File: src/rtl/onehot_decoder_seq.sv
// Sequenced 2-to-4 one-hot decoder: handshaked direct decode held for HOLD_CYCLES,
// or a self-running scan that walks the four one-hot positions, each held for DWELL cycles.
module onehot_decoder_seq #(
   parameter int unsigned HOLD_CYCLES = 4,
   parameter int unsigned DWELL       = 8
) (
   input  logic       clk,
   input  logic       rst_n,
   input  logic       scan_en,
   input  logic       in_valid,
   input  logic [1:0] in_code,
   output logic       in_ready,
   output logic [3:0] out,
   output logic       out_valid,
   output logic       busy,
   output logic [7:0] scan_wraps
);

   localparam int unsigned MAX_CYC = (HOLD_CYCLES > DWELL) ? HOLD_CYCLES : DWELL;
   localparam int unsigned CNT_W   = (MAX_CYC > 1) ? $clog2(MAX_CYC) : 1;
   localparam int unsigned IDX_W   = 2;
   localparam int unsigned OUT_W   = 4;
   localparam int unsigned WRAP_W  = 8;

   localparam logic [CNT_W-1:0] HOLD_LAST  = CNT_W'(HOLD_CYCLES - 1);
   localparam logic [CNT_W-1:0] DWELL_LAST = CNT_W'(DWELL - 1);

   typedef enum logic [1:0] {
      S_IDLE = 2'd0,
      S_HOLD = 2'd1,
      S_SCAN = 2'd2
   } state_t;

   state_t              r_state;
   state_t              w_state_nxt;
   logic [CNT_W-1:0]    r_cnt;
   logic [CNT_W-1:0]    w_cnt_nxt;
   logic [IDX_W-1:0]    r_idx;
   logic [IDX_W-1:0]    w_idx_nxt;
   logic [OUT_W-1:0]    r_out;
   logic [OUT_W-1:0]    w_out_nxt;
   logic                r_out_valid;
   logic                w_out_valid_nxt;
   logic                r_busy;
   logic [WRAP_W-1:0]   r_wraps;
   logic [WRAP_W-1:0]   w_wraps_nxt;
   logic                w_accept;

   function automatic logic [OUT_W-1:0] f_onehot(input logic [IDX_W-1:0] code);
      logic [OUT_W-1:0] v;
      case (code)
         2'd0:    v = 4'b0001;
         2'd1:    v = 4'b0010;
         2'd2:    v = 4'b0100;
         default: v = 4'b1000;
      endcase
      return v;
   endfunction

   assign in_ready   = (r_state == S_IDLE) && !scan_en;
   assign w_accept   = in_valid && in_ready;
   assign out        = r_out;
   assign out_valid  = r_out_valid;
   assign busy       = r_busy;
   assign scan_wraps = r_wraps;

   // State register
   always_ff @(posedge clk or negedge rst_n) begin
      if (!rst_n) begin
         r_state <= S_IDLE;
      end else begin
         r_state <= w_state_nxt;
      end
   end

   // Next-state and next-output logic; outputs are registered from these values
   always_comb begin
      w_state_nxt     = r_state;
      w_cnt_nxt       = r_cnt;
      w_idx_nxt       = r_idx;
      w_out_nxt       = r_out;
      w_out_valid_nxt = r_out_valid;
      w_wraps_nxt     = r_wraps;

      case (r_state)
         S_IDLE: begin
            w_out_nxt       = '0;
            w_out_valid_nxt = 1'b0;
            w_cnt_nxt       = '0;
            w_idx_nxt       = '0;
            if (scan_en) begin
               w_state_nxt     = S_SCAN;
               w_out_nxt       = f_onehot(2'd0);
               w_out_valid_nxt = 1'b1;
            end else if (w_accept) begin
               w_state_nxt     = S_HOLD;
               w_out_nxt       = f_onehot(in_code);
               w_out_valid_nxt = 1'b1;
            end
         end

         S_HOLD: begin
            if (r_cnt == HOLD_LAST) begin
               w_state_nxt     = S_IDLE;
               w_out_nxt       = '0;
               w_out_valid_nxt = 1'b0;
               w_cnt_nxt       = '0;
            end else begin
               w_cnt_nxt = r_cnt + CNT_W'(1);
            end
         end

         S_SCAN: begin
            // Dropping scan_en abandons the current dwell immediately
            if (!scan_en) begin
               w_state_nxt     = S_IDLE;
               w_out_nxt       = '0;
               w_out_valid_nxt = 1'b0;
               w_cnt_nxt       = '0;
               w_idx_nxt       = '0;
            end else if (r_cnt == DWELL_LAST) begin
               w_cnt_nxt = '0;
               w_idx_nxt = r_idx + IDX_W'(1);
               w_out_nxt = f_onehot(r_idx + IDX_W'(1));
               if (r_idx == IDX_W'(3)) begin
                  w_wraps_nxt = r_wraps + WRAP_W'(1);
               end
            end else begin
               w_cnt_nxt = r_cnt + CNT_W'(1);
            end
         end

         default: begin
            w_state_nxt     = S_IDLE;
            w_out_nxt       = '0;
            w_out_valid_nxt = 1'b0;
            w_cnt_nxt       = '0;
            w_idx_nxt       = '0;
         end
      endcase
   end

   // Datapath and output registers
   always_ff @(posedge clk or negedge rst_n) begin
      if (!rst_n) begin
         r_cnt       <= '0;
         r_idx       <= '0;
         r_out       <= '0;
         r_out_valid <= 1'b0;
         r_busy      <= 1'b0;
         r_wraps     <= '0;
      end else begin
         r_cnt       <= w_cnt_nxt;
         r_idx       <= w_idx_nxt;
         r_out       <= w_out_nxt;
         r_out_valid <= w_out_valid_nxt;
         r_busy      <= (w_state_nxt != S_IDLE);
         r_wraps     <= w_wraps_nxt;
      end
   end

endmodule

File: config.mk
export PLATFORM = sky130hd
export DESIGN_NAME = onehot_decoder_seq
export DESIGN_NICKNAME = d
export VERILOG_FILES = /design/src/rtl/onehot_decoder_seq.sv
export SDC_FILE = /design/constraint.sdc
export NUM_CORES = 1
export LEC_CHECK = 0
export CORE_MARGIN = 2
export CORE_UTILIZATION = 51
export DETAILED_ROUTE_END_ITERATION = 8
export GPL_TIMING_DRIVEN = 0
export PLACE_DENSITY_LB_ADDON = 0.15
export REMOVE_ABC_BUFFERS = 1
export SYNTH_ARGS = -nofsm -noshare
export SYNTH_HDL_FRONTEND = slang
export SYNTH_SLANG_ARGS = --single-unit
File: constraint.sdc
create_clock -name clk -period 2 [get_ports clk]
set_input_delay 0.4 -clock clk [delete_from_list [all_inputs] [get_ports clk]]
set_output_delay 0.4 -clock clk [all_outputs]
set_load 0.03 [all_outputs]
==> results of run 1 <==
==> flip-flops by register name, indices dropped and copies added, names as in the netlist <==
name	count
r_cnt	3
scan_wraps	8
out_valid	1
busy	1
r_state	2
r_idx	2
out	4
==> Yosys cell counts (all sizes together) <==
library cell	number
nand4	2
nor2b	4
nor2	3
and3b	2
o2bb2ai	4
xor2	5
o32ai	1
nand3	3
a21oi	3
nand2b	1
nor3	2
nor4	1
o221ai	1
nand2	6
ha	13
buf	2
and4b	1
inv	8
mux2	1
o211a	1
o31ai	4
a22oi	2
and2	2
a32oi	2
o21ai	8
dfrtp	21
a21o	1
xnor2	2
==> cell type report <==
cell class | instances | area, um2 | share of cell area (%)
Multi-Input combinational cell | 75 | 603 | 42.5
Sequential cell | 21 | 528 | 37.2
Timing Repair Buffer | 20 | 198 | 13.9
Tap cell | 28 | 35.0 | 2.47
Inverter | 8 | 30.0 | 2.11
Clock buffer | 4 | 26.3 | 1.85
==> worst paths after layout <==
check,startpoint,endpoint,slack (ps),cells past startpoint
worst max-delay path,r_state[0],in_ready,60,4
worst min-delay path,scan_wraps[7],scan_wraps[7],470,1
worst max register to register,r_state[0],r_idx[0],340,5
worst min register to register,scan_wraps[7],scan_wraps[7],470,1
max in group asynchronous,rst_n,r_state[0],760,1
min in group asynchronous,rst_n,busy,610,1
==> where the power goes <==
part           internal [uW]  total [uW]  switching (uW)
Sequential               499         550            51.9
Clock                   77.5         194             117
Combinational            248         613             365
Total                    824        1360             534
==> placed cells by master, fill, tap and decap left out, drive strengths merged, types with 2 or more instances in the layout <==
cell           instances
nor3                   2
o2bb2ai                4
nor2                   3
xnor2                  2
o31ai                  4
clkdlybuf4s50         19
nand4                  2
clkbuf                 5
ha                    13
nand3                  3
nor2b                  4
nand2                  6
inv                    8
a32oi                  2
and3b                  2
dfrtp                 21
a22oi                  2
o21ai                  8
a21oi                  3
and2                   2
xor2                   5
==> metrics by stage <==
stage	setup TNS, ps	setup slack [ps]	cells	power (uW)
floorplan	0	291	104	942
global placement	-464	-464	152	1140
detailed placement	-448	-448	152	1150
CTS	0	51.0	156	1360
global route	0	10.7	156	1440
finish	0	64.7	156	1360
==> critical path: cells and delay by family (launching register included) <==
family | cells | cell delay (ps)
simple gates | 1 | 220
fa+ha+maj | 1 | 260
flops | 1 | 460
buf+inv | 2 | 300
==> cell families (layout without fill, tap and decap cells) <==
family                   Yosys count  in the layout  synth area share [%]
AO/OA/AOI/OAI                     27             27                  16.2
AND/OR/NAND/NOR                   27             27                  14.7
flip-flops                        21             21                  45.4
adder cells (fa/ha/maj)           13             13                  14.0
buffers and inverters             10             32                  3.46
XOR/XNOR                           7              7                  5.29
multiplexers                       1              1                 0.972
==> repair_timing <==
item,CTS,global route
gates cloned,0,0
endpoints found under the setup margin,1,1
setup buffers,0,0
gates resized for setup,8,3
==> routing by layer <==
| metal | global-route usage [%] | part of all wire, % | up-vias |
|---|---|---|---|
| met4 | 9.21 | 0.83 | 0 |
| met5 | 0 | 0 | - |
| met3 | 2.87 | 3.4 | 2 |
| met2 | 28.6 | 48 | 18 |
| li1 | - | - | 425 |
| met1 | 23.1 | 48 | 413 |
==> results.txt, run 1 <==
The run finished with clean final reports. At the end of the flow, the number of nets in the layout was about 150. Cells fill between 60% and 70% of the core in the end.

The largest net degree at the start of global routing is 22. The count of pins over their slew limit is 0. The average vias per placed instance came out at between 5 and 6. The routed design has 2060 um of wire. The number of buffers on the longest clock path is 2. The first global-routing pass estimated 3490 um of wire. The area overhead of the layout relative to synthesis came out at 22.6%. The top cell type by area accounts for 45.4% of the synthesized area. The slew at the pin closest to its max-slew limit came out at 938 ps. Across all hold checks on the routed design, the worst slack comes to 471 ps. The setup path with the least slack is of type reg -> out. The clock network latency to the later pin of the worst-skew pair is 290 ps. The path class of the tightest hold or removal check is reg -> reg. In this run the core area contains 17 standard-cell rows. The share of the clock period used by the worst path after layout came out at a little over nine tenths.

The number of I/O pins is 21. The peak supply drop came out at 846 uV. Hold repair after CTS inserted 0 buffers. The instance area at placement came out at around 1400 um2. The largest individual stage delay along the critical path comes from the cell dfrtp_2. The count of TritonRoute iterations in the first routing pass came out at 4. For this configuration, the core starts out at a cell density of a little over half. The mean area per synthesized cell is 10.9 um2.

The count of yosys warnings during synthesis is 0. The relative max-transition margin came out at between 30% and 40%. After synthesis, the cell types taking the most area are dfrtp_1 45%, ha_1 14%, xor2_1 3.8%.

The sequential area share after synthesis is 45.4%. The finished layout cell area came out at ~1400 um2. The residual overflow from global routing is 0. The number of antenna diodes in the final layout is 0. The smallest clock period supported by the final layout is computed as 1940 ps. The total number of clock tree sinks is 21.

Clock tree synthesis inserted a total of 3 buffers. In the synthesized netlist, the number of instances is 106. The leakage power summed over all cells came out at about 0.00066 uW. The element type at the critical path end is an output pin. STA puts the critical path data required time at 1600 ps. The die covers 2670 um2. The highest attainable clock frequency came out at 517 MHz. The maximum fanout along the worst path came out at 8.

The core footprint came out at 2170 um2. The number of antenna violations at the first check in global routing came out at 0. Clock-pin slew was measured on the worst setup and hold paths at 110 ps. The HPWL after detailed placement is 1540 um.

The count of max-cap constraint violations came out at 0. In this run the power density over the cells is around 960 nW/um2. After detailed routing, the number of remaining DRC violations is 0. The biggest area contributor in the post-synthesis netlist is dfrtp_1. The largest stage delay on the critical path is 460 ps.

From bottom edge to top edge, the die measures 51.7 um. TritonCTS built the clock tree. Setup repair after global routing left no endpoint under its margin. Walking the worst path, the cells encountered are inv_1 > ha_2 > nor2b_4 > clkbuf_4. The total number of vias is 858. The worst setup path is launched from a register. The global placement routability congestion is 0.780.

In this run the remaining antenna-violating nets after routing total 0. The register bit total from synthesis came out at 21. The worst clock skew came out at 5.45 ps. For this block, the initial DRC count from the detailed router was 10. The horizontal extent of the die came out at roughly 52 um.

In the final routed layout, each cell accounts on average for 13.2 um. The filler cell count is 181. The count of buffers from port buffering came out at 20. Setup violations remaining at the end of the flow were counted as 0.

Cells with a size suffix above 1 make up 8.59% of the layout. The total track usage is between 15 and 20%. Data on the critical path arrives at its endpoint at around 1500 ps. The distinct cell type count after synthesis is 30. The final hold violation count came to 0. The maximum level of the CTS H-tree is 1. The number of global-route vias before repair was 805. The clock tree root buffer cell is clkbuf_4. In this run the cell area of the synthesized design comes to 1160 um2.
(Power assumes the default switching activity.)
==> run 2, diff against run 1 <==
--- a/config.mk
+++ b/config.mk
@@ -5,8 +5,10 @@
 export SDC_FILE = /design/constraint.sdc
 export NUM_CORES = 1
 export LEC_CHECK = 0
+export CELL_PAD_IN_SITES_DETAIL_PLACEMENT = 1
+export CELL_PAD_IN_SITES_GLOBAL_PLACEMENT = 1
 export CORE_MARGIN = 2
-export CORE_UTILIZATION = 51
+export CORE_UTILIZATION = 40
 export DETAILED_ROUTE_END_ITERATION = 8
 export GPL_TIMING_DRIVEN = 0
 export PLACE_DENSITY_LB_ADDON = 0.15
==> run 2 against run 1 <==
Highest routed layer unchanged. Critical path type unchanged. Clock power increased by 6%. Global-route usage decreased by 0.25 points. First-iteration DRC count increased by 140%. Power increased by 5.4%. Critical endpoint unchanged. Worst setup slack improved by 12 ps. Via count increased by 2.6%. Count of clock-buffer cells in the layout unchanged. Largest power group unchanged. Register-to-register slack got worse by 150 ps. Die area increased by 25%.
==> results.txt, run 2 (synthesis gave the netlist of run 1 again) <==
In the final layout, flip-flops and latches occupy roughly 530 um2. The clock tree root buffer cell is clkbuf_4. The path class of the tightest hold or removal check is reg -> reg.

The horizontal extent of the die came out at 57.8 um. The average vias per placed instance is 5.53. The first global-routing pass estimated 4490 um of wire. The number of antenna violations at the first check in global routing is 0. The peak supply drop is 647 uV. The number of I/O pins is 21. The sequential share of power came out at around two fifths. The clock network accounts for about 14% of the total power. The worst path in the final design needs a cycle of slightly below 2000 ps, including I/O delays and setup.

After layout, the worst path uses 96.2% of the clock period. Entering global routing, the biggest net connects 22 pins. The residual overflow from global routing came out at 0. The die covers 3340 um2.

Walking the worst path, the cells encountered are inv_1 > ha_4 > nor2b_4 > clkbuf_4. For this design the static power due to leakage is 0.000661 uW. Global routing used 30.7% of the available met2 tracks. The number of global-route vias before repair is 951. The core footprint came out at 2760 um2.

At the pin with the least slew margin, the transition time is 977 ps. The count of buffers from port buffering came out at 20. In the final design database the tool counted around 150 nets. The CTS buffer count is 3.

The final critical-path setup slack is 76.7 ps. In the layout the commonest cells are 19 x dfrtp_1, 19 x clkdlybuf4s50_1, 12 x ha_1. The share of post-route cells with drive strength above 1 came out at 9.38%.

The worst clock skew is between 1 and 1.5 ps. The die is approximately 58 um tall. TritonCTS built the clock tree. The worst setup slack before clock tree synthesis is -511 ps. The highest attainable clock frequency came out at 520 MHz.

The run finished with clean final reports. The pre-antenna-repair detailed-routing pass consisted of 3 iterations. The maximum level of the CTS H-tree is 1. The cell internal power dissipation came out at 852 uW. The area occupied by multi-input gates came out at 613 um2. The power density over the cells came out at 998 nW/um2. The maximum fanout along the worst path came out at 8.

No sink is reached through more buffers than the 2 on the longest clock path. The endpoint required time on the critical path is approximately 1600 ps. STA classifies the critical path endpoint as an output pin. The number of buffers inserted by post-CTS setup repair is 0. Global routing used 22.2% of the available met1 tracks. The instance area at placement is approximately 1400 um2. The flip-flop count of the largest register after layout is 8. For this run, the total global-route usage over all layers was measured as 17.6%. The area overhead of the layout relative to synthesis is 23.8%.

The finished layout cell area is 1430 um2. The clock reaches the later pin of the worst-skew pair after 300 ps. In this run, the number of DRC markers left after iteration 0 of detailed routing was 24. The global placement routability congestion is between 0.7 and 0.8. The relative max-transition margin is 34.6%. The final hold violation count came out at 0.

In this design, the stage delay of the slowest critical-path cell is 460 ps. The clock edge transition at the registers on the reported setup and hold paths came out at 120 ps. The worst setup path is of the reg -> out kind. The total number of vias came out at 880. The post-detailed-route count of antenna-violating nets is 0. Net switching is 40.4% of the power.

STA classifies the critical path startpoint as a register. The final setup violation count came out at 0. The total wire length after detailed routing is 2610 um. The routed length per placed instance came out at 16.4 um.

For this design the total switching power over the nets is roughly 580 uW. The effective utilization at floorplan came out at roughly 42%. The number of antenna diodes came out at 0.

The total number of clock tree sinks came out at 21. The HPWL after detailed placement came out at approximately 1900 um. The arrival time of the worst setup path came out at 1520 ps. On the critical path, the stage with the largest delay is an instance of dfrtp_2. The layout has around 310 filler cells.

After global routing, the most crowded layer is met2. The count of unresolved DRC violations after routing is 0. The count of pins over their slew limit is 0. The met3 global-route usage is 2.46%. The relative contribution of combinational cells to total power came out at between 40 and 50%. After floorplanning, the core was divided into 19 placement rows.

Max-cap violations in this run came to 0. The share of the core filled with cells came out at 52.0%.
[run 2: critical path: cells and delay by family, from the launching register on]
family        cells  cell delay (ps)
flops             1              460
buf+inv           2              360
simple gates      1              210
fa+ha+maj         1              200
[run 2: repair_timing]
item                                    in CTS  in global routing
hold buffers                                 0                  0
endpoints found under the setup margin       1                  1
resized for setup                            8                  5
pin swaps                                    0                  0
[run 2: routing by layer]
layer  vias to the layer above  part of all wire (%)
li1                        421                     -
met1                       442                    44
met2                        15                    51
met3                         2                   3.7
met4                         0                  0.58
met5                         -                     0
[run 2: through the flow]
step / power, uW / setup TNS [ps] / hold WS [ps] / std cells
2_1_floorplan: 942 / 0 / 104 / 104
3_3_place_gp: 1140 / -485 / 456 / 155
3_5_place_dp: 1170 / -547 / 456 / 155
4_1_cts: 1390 / 0 / 477 / 159
5_1_grt: 1530 / -22.3 / 498 / 159
6_report: 1430 / 0 / 477 / 159
[run 2: power by group through the flow]
stage / clock [uW] / combinational (uW) / sequential, uW
CTS: 213 / 628 / 549
floorplan: 0 / 319 / 623
global placement: 0 / 590 / 551
detailed placement: 0 / 616 / 556
global route: 234 / 730 / 568
finish: 205 / 673 / 553
[run 2: cell type report]
class                   instances  area share, %
repair buffers                 20           13.8
multi-input cells              75           42.8
flip-flops and latches         21           36.8
clock buffers                   4           1.83
inverters                       8           2.09
well taps                      31           2.71
[run 2: path summary, 6_finish.rpt]
kind,from,to,slack [ps],cells past startpoint
setup / recovery,r_state[1],in_ready,80,4
hold / removal,scan_wraps[7],scan_wraps[7],480,1
setup reg to reg,r_state[0],r_idx[0],190,5
hold reg to reg,scan_wraps[7],scan_wraps[7],480,1
max in group asynchronous,rst_n,r_state[1],720,1
min in group asynchronous,rst_n,busy,630,1
